## src/rtl/vliw_scoreboard_if.sv

```systemverilog
// Issue-bundle and operand-lookup signals between decode and the VLIW scoreboard.
// Decode is the master; the scoreboard is the slave.
interface vliw_scoreboard_if #(
    parameter int LANES = 2,
    parameter int NREGS = 8,
    parameter int DEPTH = 3
);
    localparam int AW = $clog2(NREGS);
    localparam int SW = $clog2(DEPTH + 1);
    localparam int LW = (LANES > 1) ? $clog2(LANES) : 1;

    logic                  iss_valid;
    logic [LANES*AW-1:0]   iss_src_a;
    logic [LANES*AW-1:0]   iss_src_b;
    logic [LANES*AW-1:0]   iss_dst;
    logic [LANES-1:0]      iss_we;
    logic [LANES-1:0]      iss_load;
    logic                  flush;
    logic                  stall;
    logic [LANES*SW-1:0]   fwd_sel_a;
    logic [LANES*SW-1:0]   fwd_sel_b;
    logic [LANES*LW-1:0]   fwd_lane_a;
    logic [LANES*LW-1:0]   fwd_lane_b;
    logic                  waw_conflict;

    modport master (
        output iss_valid, iss_src_a, iss_src_b, iss_dst, iss_we, iss_load, flush,
        input  stall, fwd_sel_a, fwd_sel_b, fwd_lane_a, fwd_lane_b, waw_conflict
    );

    modport slave (
        input  iss_valid, iss_src_a, iss_src_b, iss_dst, iss_we, iss_load, flush,
        output stall, fwd_sel_a, fwd_sel_b, fwd_lane_a, fwd_lane_b, waw_conflict
    );
endinterface

```

## src/rtl/vliw_scoreboard.sv

```systemverilog
// Per-register in-flight producer tracker for a multi-lane VLIW pipeline:
// returns bundle stall and per-operand forwarding stage/lane selects.
module vliw_scoreboard #(
    parameter int LANES    = 2,
    parameter int NREGS    = 8,
    parameter int DEPTH    = 3,
    parameter int ALU_LAT  = 1,
    parameter int LOAD_LAT = 2
) (
    input  logic                clk,
    input  logic                rst_n,
    vliw_scoreboard_if.slave    sb
);
    localparam int AW = $clog2(NREGS);
    localparam int SW = $clog2(DEPTH + 1);
    localparam int LW = (LANES > 1) ? $clog2(LANES) : 1;

    logic [NREGS-1:0]           pend, pend_n;
    logic [NREGS-1:0][SW-1:0]   age,  age_n;
    logic [NREGS-1:0][LW-1:0]   lane, lane_n;
    logic [NREGS-1:0]           ld,   ld_n;

    logic                       hazard_any;
    logic                       waw;
    logic                       stall_w;
    logic                       commit;
    logic [LANES*SW-1:0]        sel_a, sel_b;
    logic [LANES*LW-1:0]        ln_a,  ln_b;

    // A pending producer is always reported; it only becomes a hazard while younger than its latency.
    always_comb begin
        hazard_any = 1'b0;
        sel_a      = '0;
        sel_b      = '0;
        ln_a       = '0;
        ln_b       = '0;
        for (int i = 0; i < LANES; i++) begin
            if (pend[sb.iss_src_a[i*AW +: AW]]) begin
                sel_a[i*SW +: SW] = age[sb.iss_src_a[i*AW +: AW]];
                ln_a[i*LW +: LW]  = lane[sb.iss_src_a[i*AW +: AW]];
                if (age[sb.iss_src_a[i*AW +: AW]] <
                    (ld[sb.iss_src_a[i*AW +: AW]] ? SW'(LOAD_LAT) : SW'(ALU_LAT)))
                    hazard_any = 1'b1;
            end
            if (pend[sb.iss_src_b[i*AW +: AW]]) begin
                sel_b[i*SW +: SW] = age[sb.iss_src_b[i*AW +: AW]];
                ln_b[i*LW +: LW]  = lane[sb.iss_src_b[i*AW +: AW]];
                if (age[sb.iss_src_b[i*AW +: AW]] <
                    (ld[sb.iss_src_b[i*AW +: AW]] ? SW'(LOAD_LAT) : SW'(ALU_LAT)))
                    hazard_any = 1'b1;
            end
        end
    end

    always_comb begin
        waw = 1'b0;
        for (int i = 0; i < LANES; i++) begin
            for (int j = i + 1; j < LANES; j++) begin
                if (sb.iss_we[i] && sb.iss_we[j] &&
                    (sb.iss_dst[i*AW +: AW] == sb.iss_dst[j*AW +: AW]))
                    waw = 1'b1;
            end
        end
    end

    assign stall_w         = sb.iss_valid & hazard_any;
    assign commit          = sb.iss_valid & ~stall_w & ~sb.flush;
    assign sb.stall        = stall_w;
    assign sb.waw_conflict = sb.iss_valid & waw;
    assign sb.fwd_sel_a    = sel_a;
    assign sb.fwd_sel_b    = sel_b;
    assign sb.fwd_lane_a   = ln_a;
    assign sb.fwd_lane_b   = ln_b;

    // Age or retire every entry, then let committing lanes overwrite; later lanes win on a shared dst.
    always_comb begin
        pend_n = pend;
        age_n  = age;
        lane_n = lane;
        ld_n   = ld;
        for (int r = 0; r < NREGS; r++) begin
            if (pend[r]) begin
                if ((sb.flush && age[r] == SW'(1)) || age[r] == SW'(DEPTH)) begin
                    pend_n[r] = 1'b0;
                    age_n[r]  = '0;
                    lane_n[r] = '0;
                    ld_n[r]   = 1'b0;
                end else begin
                    age_n[r] = age[r] + SW'(1);
                end
            end
        end
        if (commit) begin
            for (int i = 0; i < LANES; i++) begin
                if (sb.iss_we[i]) begin
                    pend_n[sb.iss_dst[i*AW +: AW]] = 1'b1;
                    age_n[sb.iss_dst[i*AW +: AW]]  = SW'(1);
                    lane_n[sb.iss_dst[i*AW +: AW]] = LW'(i);
                    ld_n[sb.iss_dst[i*AW +: AW]]   = sb.iss_load[i];
                end
            end
        end
    end

    always_ff @(posedge clk or negedge rst_n) begin
        if (!rst_n) begin
            pend <= '0;
            age  <= '0;
            lane <= '0;
            ld   <= '0;
        end else begin
            pend <= pend_n;
            age  <= age_n;
            lane <= lane_n;
            ld   <= ld_n;
        end
    end
endmodule

```

## src/flat_wrapper.sv

```systemverilog
// flat-port wrapper written by rule: the top's interface ports become plain ports
module vliw_scoreboard_flat 
#(
    parameter int LANES    = 2,
    parameter int NREGS    = 8,
    parameter int DEPTH    = 3,
    parameter int ALU_LAT  = 1,
    parameter int LOAD_LAT = 2
)
  (clk, rst_n, sb_iss_valid, sb_iss_src_a, sb_iss_src_b, sb_iss_dst, sb_iss_we, sb_iss_load, sb_flush, sb_stall, sb_fwd_sel_a, sb_fwd_sel_b, sb_fwd_lane_a, sb_fwd_lane_b, sb_waw_conflict);
  vliw_scoreboard_if #(.LANES(LANES), .NREGS(NREGS), .DEPTH(DEPTH)) sb_i ();
  input  logic clk;
  input  logic rst_n;
  input wire logic [$bits(sb_i.iss_valid)-1:0] sb_iss_valid;
  input wire logic [$bits(sb_i.iss_src_a)-1:0] sb_iss_src_a;
  input wire logic [$bits(sb_i.iss_src_b)-1:0] sb_iss_src_b;
  input wire logic [$bits(sb_i.iss_dst)-1:0] sb_iss_dst;
  input wire logic [$bits(sb_i.iss_we)-1:0] sb_iss_we;
  input wire logic [$bits(sb_i.iss_load)-1:0] sb_iss_load;
  input wire logic [$bits(sb_i.flush)-1:0] sb_flush;
  output wire logic [$bits(sb_i.stall)-1:0] sb_stall;
  output wire logic [$bits(sb_i.fwd_sel_a)-1:0] sb_fwd_sel_a;
  output wire logic [$bits(sb_i.fwd_sel_b)-1:0] sb_fwd_sel_b;
  output wire logic [$bits(sb_i.fwd_lane_a)-1:0] sb_fwd_lane_a;
  output wire logic [$bits(sb_i.fwd_lane_b)-1:0] sb_fwd_lane_b;
  output wire logic [$bits(sb_i.waw_conflict)-1:0] sb_waw_conflict;
  assign sb_i.iss_valid = sb_iss_valid;
  assign sb_i.iss_src_a = sb_iss_src_a;
  assign sb_i.iss_src_b = sb_iss_src_b;
  assign sb_i.iss_dst = sb_iss_dst;
  assign sb_i.iss_we = sb_iss_we;
  assign sb_i.iss_load = sb_iss_load;
  assign sb_i.flush = sb_flush;
  assign sb_stall = sb_i.stall;
  assign sb_fwd_sel_a = sb_i.fwd_sel_a;
  assign sb_fwd_sel_b = sb_i.fwd_sel_b;
  assign sb_fwd_lane_a = sb_i.fwd_lane_a;
  assign sb_fwd_lane_b = sb_i.fwd_lane_b;
  assign sb_waw_conflict = sb_i.waw_conflict;
  vliw_scoreboard #(.LANES(LANES), .NREGS(NREGS), .DEPTH(DEPTH), .ALU_LAT(ALU_LAT), .LOAD_LAT(LOAD_LAT)) u_core (.clk(clk), .rst_n(rst_n), .sb(sb_i));
endmodule
```

## config.mk

```make
export PLATFORM = sky130hd
export DESIGN_NAME = vliw_scoreboard_flat
export DESIGN_NICKNAME = d
export VERILOG_FILES = /design/src/rtl/vliw_scoreboard_if.sv /design/src/rtl/vliw_scoreboard.sv /design/src/flat_wrapper.sv
export SDC_FILE = /design/constraint.sdc
export NUM_CORES = 1
export LEC_CHECK = 0
export ABC_CLOCK_PERIOD_IN_PS = 2800
export BUFFER_PORTS_ARGS = -buffer_cell sky130_fd_sc_hd__buf_4
export CORE_MARGIN = 1.5
export CORE_UTILIZATION = 57
export CTS_CLUSTER_SIZE = 24
export DETAILED_ROUTE_END_ITERATION = 12
export GPL_ROUTABILITY_DRIVEN = 0
export HOLD_SLACK_MARGIN = 0.12
export PLACE_DENSITY = 0.78
export SYNTH_ARGS = -nofsm -noshare
export SYNTH_HDL_FRONTEND = slang
export SYNTH_SLANG_ARGS = --single-unit
```

## constraint.sdc

```tcl
create_clock -name clk -period 2.8 [get_ports clk]
set_input_delay 0 -clock clk [delete_from_list [all_inputs] [get_ports clk]]
set_output_delay 0 -clock clk [all_outputs]
set_load 0.01 [all_outputs]
```

# ---- Word-level counts from Yosys, hierarchy flattened
# Cells that the tools add are included.
dict set report word_totals {
  ff_bits 40
  inputBits 26
  out_inout_bits 14
}
dict set report op_classes {
  n_addsub 8
  order_cmp 12
  eq_ne 17
  muxes 143
  bitwise 17
  n_reduce_logical 20
}
# cell n
set op_table {}
lappend op_table {{$mux 8} 12}
lappend op_table {{$mux 1} 75}
lappend op_table {{$mux 16} 4}
lappend op_table {{$mux 2} 30}
lappend op_table {{$or 8x8->8} 5}
lappend op_table {{$bmux 1 s3} 12}
lappend op_table {{$and 8x8->8} 3}
lappend op_table {{$bmux 2 s3} 4}
lappend op_table {{$lt 3x4->1 const B} 6}
lappend op_table {{$not 8->8} 3}
lappend op_table {{$add 2x1->2 const B} 8}
lappend op_table {{$bwmux 8} 2}
lappend op_table {{$eq 2x1->1 const B} 8}
lappend op_table {{$eq 2x2->1 const B} 8}
lappend op_table {{$demux 2 s3} 2}
lappend op_table {{$logic_and 1x1->1} 12}
lappend op_table {{$logic_or 1x1->1} 8}
lappend op_table {{$lt 2x2->1} 4}
lappend op_table {{$demux 1 s3} 2}
lappend op_table {{$ge 3x1->1 const B} 2}
lappend op_table {{$and 1x1->1} 4}
lappend op_table {{$eq 3x3->1} 1}
lappend op_table {{$not 1->1} 2}

# ---- Depth between registers and ports, before layout
# Gate-level depths: netlist of the first run.
dict set report depth {
  depth_word 20
  ltp_mapped 11
  ltp_nobuf 8
}

# ---- Worst setup path after synthesis of the first run
# OpenSTA, ideal clock, no wires.
dict set report synth_path {
  path_kind {reg2reg}
  start {register u_core.age[15] in the netlist's numbering}
  end {register u_core.lane[0] in the netlist's numbering}
  setup_time_ps 121
  arrival_time_ps 2400
  t_required_ps 2679
  slack_ps 278
  stages_incl_launch_ff 11
  path_buffers 2
  synth_period_minus_slack_ps 2522
  cell_sequence {dfrtp_1 -> mux4_2 -> mux2i_1 -> inv_1 -> ha_1 -> a21boi_0 -> o32a_1 -> buf_6 -> buf_6 -> nand4_1 -> a32o_2}
}
# element line
set synth_rtl {}
lappend synth_rtl {{start, declared} vliw_scoreboard.sv:19} ;# logic [NREGS-1:0][SW-1:0] age, age_n;
lappend synth_rtl {{start signal, assigned} vliw_scoreboard.sv:113} ;# age <= age_n;
lappend synth_rtl {{end signal, assigned} vliw_scoreboard.sv:114} ;# lane <= lane_n;
lappend synth_rtl {{end, declared} vliw_scoreboard.sv:20} ;# logic [NREGS-1:0][LW-1:0] lane, lane_n;

# ---- Worst setup path after layout of the first run
dict set report layout_path {
  start {register u_core.age[15] in the netlist's numbering}
  end {output sb_stall}
}
dict set report layout_between {
  elab_chain_len 12
  word_cells_on_any_way 21
  classes_between {4 x order compare; 16 x mux; 1 x bitwise}
}
# element line
set layout_lines {}
lappend layout_lines {{$bmux 2 s3} vliw_scoreboard.sv:41} ;# if (age[sb.iss_src_a[i*AW +: AW]] <
lappend layout_lines {{$mux 2 (implied by the code)} vliw_scoreboard.sv:41}
lappend layout_lines {{$lt 2x2->1} vliw_scoreboard.sv:41}
lappend layout_lines {{$mux 1} vliw_scoreboard.sv:41}
lappend layout_lines {{$mux 1} vliw_scoreboard.sv:38} ;# if (pend[sb.iss_src_a[i*AW +: AW]]) begin
lappend layout_lines {{$mux 1} vliw_scoreboard.sv:48} ;# if (age[sb.iss_src_b[i*AW +: AW]] <
lappend layout_lines {{$mux 1} vliw_scoreboard.sv:45} ;# if (pend[sb.iss_src_b[i*AW +: AW]]) begin
lappend layout_lines {{$mux 1} vliw_scoreboard.sv:41}
lappend layout_lines {{$mux 1} vliw_scoreboard.sv:38}
lappend layout_lines {{$mux 1} vliw_scoreboard.sv:48}
lappend layout_lines {{$mux 1 *} vliw_scoreboard.sv:45}
lappend layout_lines {{$and 1x1->1 *} vliw_scoreboard.sv:66} ;# assign stall_w = sb.iss_valid & hazard_any;
lappend layout_lines {{end, declared} flat_wrapper.sv:21} ;# output wire logic [$bits(sb_i.stall)-1:0] sb_stall;
# Every way passes the cells marked *; elsewhere a longest branch is shown, timed or not. The select of a mux whose other input is x is not followed.

==> impl_results.md, run 1 <==
- Status: finished clean
- Crit path kind: reg2out
- Met2 wire len: 4963 microns
- VDD IR max: 607.5 uV
- Crit path required time: 2.80 ns
- Reg clk slew, reported paths: 0.08 ns
- Wl on met1: 4150 microns
- WL/cell: 22.48 microns
- Worst Path Arrival: 2.78 ns
- FF+latch count, synth: 40
- Cell area after synthesis: 3802 sq um
- Clk_lat worst skew: 0.30 ns
- Reg2Reg Depth: 9
- Syn avg cell area: 10.86 sq um
- Met3 wire len: 1045 microns
- Flop pwr share: 0.339
- CTS root buffer: clkbuf_8
- Setup_tns: 0 ns
- Comb power frac: 0.537
- Critical hold path startpoint: sb_iss_we[1]
- Share of cells above drive strength 1: 0.3214
- Worst Setup End Kind: primary output
- Top FF cell, synth: dfrtp_1
- Tcrit/Tclk final: 0.9940
- PwrDens: 880.3 nW/um^2
- Number of synthesized flops with an enable pin: 0
- Post-synthesis sequential area ratio: 0.2632
- Largest cells by area after synthesis: dfrtp_1, mux4_2, ha_1
- Share of the synthesized area in the top cell type: 0.2632
- Max-slew headroom: 0.6034
- Hold depth: 3
- RSZ-0062 raised after global routing: yes
- Number of DRC markers in iteration 0: 305
- Detailed-route DRC error count: 0
- Core area: 6386 sq um
- Grt ovf: 0
- # diodes: 0
- Nets: 437
- Synth cell types: 48
- Reg2reg start: u_core.age[15]
- Minimum clock period: 2.783 ns
- Yosys warns: 0
- R2R Path End: u_core.age[13]
- Pre-CTS setup slack: 0.02289 ns
- DRT antenna net count: 0
- Clock sink total: 40
- Internal power: 2.189 mW
- PortBufs: 39
- Critical Path Fanout Max: 18
- Max layer used: met4
- # rows: 29
- Overall routing resource usage: 0.3128
- Commonest non-fill, non-tap cells in the layout: buf_4, mux4_2, dfrtp_1
- Lkg Pwr: 1.867 nW
- R2R Setup Slk: 0.09 ns
- Least-Margin Pin Slew: 0.5936 ns
- Initial core utilization: 0.5954
- P&R area growth vs syn: 14.54%
- Vias per cell: 7.047
- Initial antenna violation count: 0
- Die width: 84.68 microns
- DPL Wire Length: 8024 microns
- Largest net degree at the start of global routing: 41
- Htree depth: 2
- Yosys top cell by area: dfrtp_1
- Final wirelength: 10540 microns
- Sw Share: 0.4290
- Die area: 7170 sq um
- Hold Vio Cnt, Final: 0
- Max-cap violations: 0
- Filler cells: 496
- P_sw: 1.645 mW
- Bufs on Longest Clock Path: 2
- Worst Clk Skew: 0.006009 ns
- CTS tree: done
- Setup-failing EPs final: 0
- Tightest Hold Check Type: in2reg
- Slew Limit Fails: 0
- I/O pin total: 40
- Vias in the first global route: 3298
- Mapped Cells: 350
- Hold Path Sink: u_core.age[12]
- Syn_nets: 396
- Initial DRT Pass Iterations: 5
- First-pass GRT wire length: 17320 microns
- Power share of the clock group: 0.124
- Fmax: 359.3 MHz
- Via count: 3305
- Fin worst setup slack: 0.01682 ns
- CTS Buf Count: 5
- Die Y: 84.68 microns
- Worst Setup Start Kind: flop
- Asr flop ratio synth: 1.000
- Commonest non-fill, non-tap cell in the layout: buf_4
- WHS: 0.1732 ns
-- what timing repair did --
| action | CTS | global route |
|---|---|---|
| endpoints found under the hold margin | 41 | 0 |
| setup buffers | 0 | 1 |
| resized for setup | 3 | 10 |
| hold buffers | 3 | 0 |
| setup endpoints to repair | 2 | 24 |
-- kinds of logic after synthesis --
kind of cell / count (synthesis) / share of synthesized area
AO/OA/AOI/OAI: 77 / 0.1668
buffers and inverters: 42 / 0.05759
flip-flops: 40 / 0.2632
adder cells (fa/ha/maj): 20 / 0.06581
multiplexers: 60 / 0.3001
XOR/XNOR: 3 / 0.006911
AND/OR/NAND/NOR: 108 / 0.1395
-- how the worst max path moves through the flow --
stage | start | to | slack (ns) | cells past startpoint
after floorplan | u_core.age[15] | u_core.lane[0] | 0.28 | 10
after global placement | u_core.age[1] | u_core.lane[2] | 0.07 | 10
after detailed placement | u_core.age[1] | u_core.age[13] | 0.02 | 9
after CTS | u_core.age[15] | sb_stall | 0.004 | 9
after global routing | u_core.age[7] | sb_stall | -0.11 | 9
final | u_core.age[15] | sb_stall | 0.02 | 9
-- final cells by class --
type,instances,area (sq um),area share
Multi-Input combinational cell,268,2624,0.6024
Clock buffer,5,68.82,0.01580
Inverter,22,82.58,0.01896
Clock inverter,3,42.54,0.009767
Sequential cell,40,1003,0.2304
Tap cell,77,96.34,0.02212
Timing Repair Buffer,54,437.9,0.1005
-- sequential cells by signal, summed over array words and instances, names as in the netlist --
signal       cells
u_core.age      16
u_core.lane      8
u_core.ld        8
u_core.pend      8
-- synthesized netlist by cell type (4+ instances only) --
cell	number
and2_1	7
nor3_1	12
a32o_1	5
mux2i_1	17
buf_6	7
a2bb2oi_1	6
nor2_1	28
nand2_1	26
a21boi_1	4
clkbuf_1	8
dfrtp_1	40
o22ai_1	9
nand4_1	8
mux4_2	37
a21oi_1	10
inv_1	22
a22oi_1	5
a21o_1	9
buf_2	4
o2111ai_2	7
nor4_1	4
o21ai_1	7
ha_1	20
nand2b_1	13
-- through the flow --
stage	cells	util	area (sq um)	total power [mW]
after floorplan	350	-	3802	2.612
after global placement	457	0.6518	4163	3.119
after detailed placement	457	0.6518	4163	3.238
after CTS	468	0.6748	4309	3.732
after global routing	469	0.6820	4355	4.083
final	469	0.6820	4355	3.834
-- power by group through the flow --
stage | logic [mW] | clock network (mW) | registers, mW
global route | 2.25 | 0.503 | 1.33
global placement | 1.89 | 0 | 1.23
finish | 2.06 | 0.477 | 1.30
detailed placement | 1.96 | 0 | 1.28
floorplan | 1.53 | 0 | 1.08
CTS | 1.99 | 0.480 | 1.27
-- per-layer routing --
layer  up-vias  global-route usage
met3        38             0.05015
met4         0              0.1378
li1       1438                   -
met2       202              0.4892
met5         -                   0
met1      1627              0.4347
-- critical path: stages (launching register included) --
cell	delay, ns
dfrtp_1	0.44
mux4_2	0.53
mux2i_4	0.19
inv_1	0.07
ha_1	0.28
a21boi_1	0.15
o32a_1	0.38
buf_12	0.17
a21boi_1	0.15
buf_4	0.14
(Power assumes the default switching activity.)
==> inputs of run 2 (changes only) <==
--- a/config.mk
+++ b/config.mk
@@ -9,11 +9,10 @@
 export BUFFER_PORTS_ARGS = -buffer_cell sky130_fd_sc_hd__buf_4
 export CORE_MARGIN = 1.5
 export CORE_UTILIZATION = 57
-export CTS_CLUSTER_SIZE = 24
 export DETAILED_ROUTE_END_ITERATION = 12
 export GPL_ROUTABILITY_DRIVEN = 0
 export HOLD_SLACK_MARGIN = 0.12
-export PLACE_DENSITY = 0.78
+export PLACE_DENSITY_LB_ADDON = 0.15
 export SYNTH_ARGS = -nofsm -noshare
 export SYNTH_HDL_FRONTEND = slang
 export SYNTH_SLANG_ARGS = --single-unit
==> impl_results.md, run 2 (synthesized netlist as in run 1, its figures left out) <==
- Largest net degree at the start of global routing: 41 (unchanged)
- Tcrit/Tclk final: 0.9839 (-0.01009)
- VDD IR max: 806.4 uV (+33%)
- Setup_tns: 0 ns (unchanged)
- CTS root buffer: clkbuf_8
- Vias per cell: 7.002 (-0.64%)
- Setup-failing EPs final: 0 (unchanged)
- Vias in the first global route: 3044 (-7.7%)
- Placed cells: 457 (unchanged)
- Worst Clk Skew: 0.004544 ns (-0.001466 ns)
- Crit path required time: 2.80 ns (about the same)
- Fin worst setup slack: 0.04506 ns (+0.02824 ns)
- WHS: 0.1475 ns (-0.02571 ns)
- Max reg flops: 16 (unchanged)
- Largest Register: u_core.age
- Core area: 6386 sq um (unchanged)
- Commonest non-fill, non-tap cells in the layout: buf_4, dfrtp_1, mux4_2
- Die area: 7170 sq um (unchanged)
- Final wirelength: 10570 microns (+0.24%)
- Htree depth: 2 (unchanged)
- # rows: 29 (unchanged)
- Worst Setup Start Kind: flop
- Worst Path Arrival: 2.75 ns (-0.03 ns)
- Crit path buffers/inverters: 3 (unchanged)
- Crit path kind: reg2out
- Tightest Hold Check Type: in2reg
- Detailed-route DRC error count: 0 (unchanged)
- Clock sink total: 40 (unchanged)
- CP Cell Sequence: mux4_2 > mux2i_4 > inv_1 > ha_1 > a21boi_1 > o32a_4 > buf_12 > a21boi_2 > buf_4
- DPL Wire Length: 7989 microns (-0.43%)
- Number of DRC markers in iteration 0: 315 (+3.3%)
- Least-Margin Pin Slew: 0.8150 ns (+0.2214 ns)
- RSZ-0062 raised after global routing: yes
- R2R Path End: u_core.ld[5]
- Initial antenna violation count: 0 (unchanged)
- R2R Setup Slk: 0.07 ns (-0.02 ns)
- Die width: 84.68 microns (unchanged)
- Status: finished clean
- Max-slew headroom: 0.4555 (-0.1479)
- Pre-CTS setup slack: -0.07972 ns (-0.1026 ns)
- Reg clk slew, reported paths: 0.08 ns (about the same)
- Clk_lat worst skew: 0.30 ns (about the same)
- Worst Setup End Kind: primary output
- Critical hold path startpoint: sb_iss_we[1]
- Hold depth: 3 (unchanged)
- Die Y: 84.68 microns (unchanged)
- Reg2Reg Depth: 10 (+1)
- CTS tree: done
- Initial core utilization: 0.5954 (unchanged)
- PwrDens: 894.0 nW/um^2 (+1.6%)
- Max-cap violations: 0 (unchanged)
- Lkg Pwr: 1.944 nW (+4.1%)
- Critical path's largest stage delay: 0.50 ns (-0.03 ns)
- Grt ovf: 0 (unchanged)
- Overall routing resource usage: 0.3013 (-0.01153)
- Critical Path Fanout Max: 9 (-9)
- First-pass GRT wire length: 16300 microns (-5.9%)
- CP max-delay cell: mux4_2
- Nets: 448 (+2.5%)
- Final non-filler cell total: 480 (+2.3%)
- Bufs on Longest Clock Path: 2 (unchanged)
- Crit path max-delay family: multiplexers
- WL/cell: 22.01 microns (-2.1%)
- P&R area growth vs syn: 18.16%
- I/O pin total: 40 (unchanged)
- CTS Buf Count: 5 (unchanged)
- DRT antenna net count: 0 (unchanged)
- # diodes: 0 (unchanged)
- Initial DRT Pass Iterations: 5 (unchanged)
- Commonest non-fill, non-tap cell in the layout: buf_4
- Hold Path Sink: u_core.pend[6]
- Fmax: 363.0 MHz (+1.0%)
- Placed instance area: 4163 sq um (unchanged)
- Reg2reg start: u_core.age[5]
- Share of cells above drive strength 1: 0.3350 (+0.01356)
- Hold Vio Cnt, Final: 0 (unchanged)
- Slew Limit Fails: 0 (unchanged)
- PortBufs: 39 (unchanged)
- Minimum clock period: 2.755 ns (-0.02824 ns)
- Final instance area: 4493 sq um (+3.2%)
- Via count: 3361 (+1.7%)
==> run 2: worst register-to-register path: stages, from the launching register on <==
cell,delay (ns)
dfrtp_1,0.43
buf_6,0.14
mux4_2,0.45
mux2i_2,0.18
inv_1,0.06
ha_1,0.28
a21boi_1,0.20
o32a_1,0.23
buf_12,0.18
o2111ai_2,0.22
a2bb2oi_1,0.25
==> run 2: worst max path at each step <==
| stage | startpoint | end | depth (start not counted) |
|---|---|---|---|
| finish | u_core.age[5] | sb_stall | 9 |
| global route | u_core.age[5] | sb_stall | 9 |
| CTS | u_core.age[15] | u_core.age[13] | 9 |
| detailed placement | u_core.age[5] | u_core.age[9] | 9 |
| global placement | u_core.age[15] | u_core.age[9] | 9 |
| floorplan | u_core.age[15] | u_core.lane[0] | 10 |
==> run 2: layout make-up <==
type                       count  area (sq um)
multi-input combinational    268          2650
sequential                    40          1002
tap                           77         96.34
fill                         500          1893
timing repair buffer          65         554.3
inverter                      22         82.58
clock buffer                   6         72.57
clock inverter                 2         35.03
==> run 2: what timing repair did <==
action | 4_1_cts | 5_1_grt
cloned | 0 | 1
endpoints found under the hold margin | 41 | 0
pin swaps | 1 | 2
hold buffers | 3 | 0
setup endpoints to repair | 29 | 32
resized for setup | 4 | 12
buffers inserted | 8 | 3
==> run 2: through the flow <==
stage	util	power, mW
floorplan	-	2.612
global placement	0.6518	3.149
detailed placement	0.6518	3.237
CTS	0.6834	3.791
global route	0.7036	4.265
finish	0.7036	4.017
==> run 2: per-layer routing <==
metal  vias to the layer above  wire, microns  global-route usage
met4                         0            213              0.1129
met3                        18            875             0.05211
met5                         -              0                   0
met2                       214           5005              0.4654
met1                      1669           4471              0.4308
li1                       1460              -                   -
==> run 2: power breakdown <==
group / total [mW] / internal, mW / leakage [nW] / switching, mW
Clock: 0.475 / 0.265 / 0.0552 / 0.210
Sequential: 1.28 / 0.815 / 0.513 / 0.461
Combinational: 2.27 / 1.25 / 1.38 / 1.02
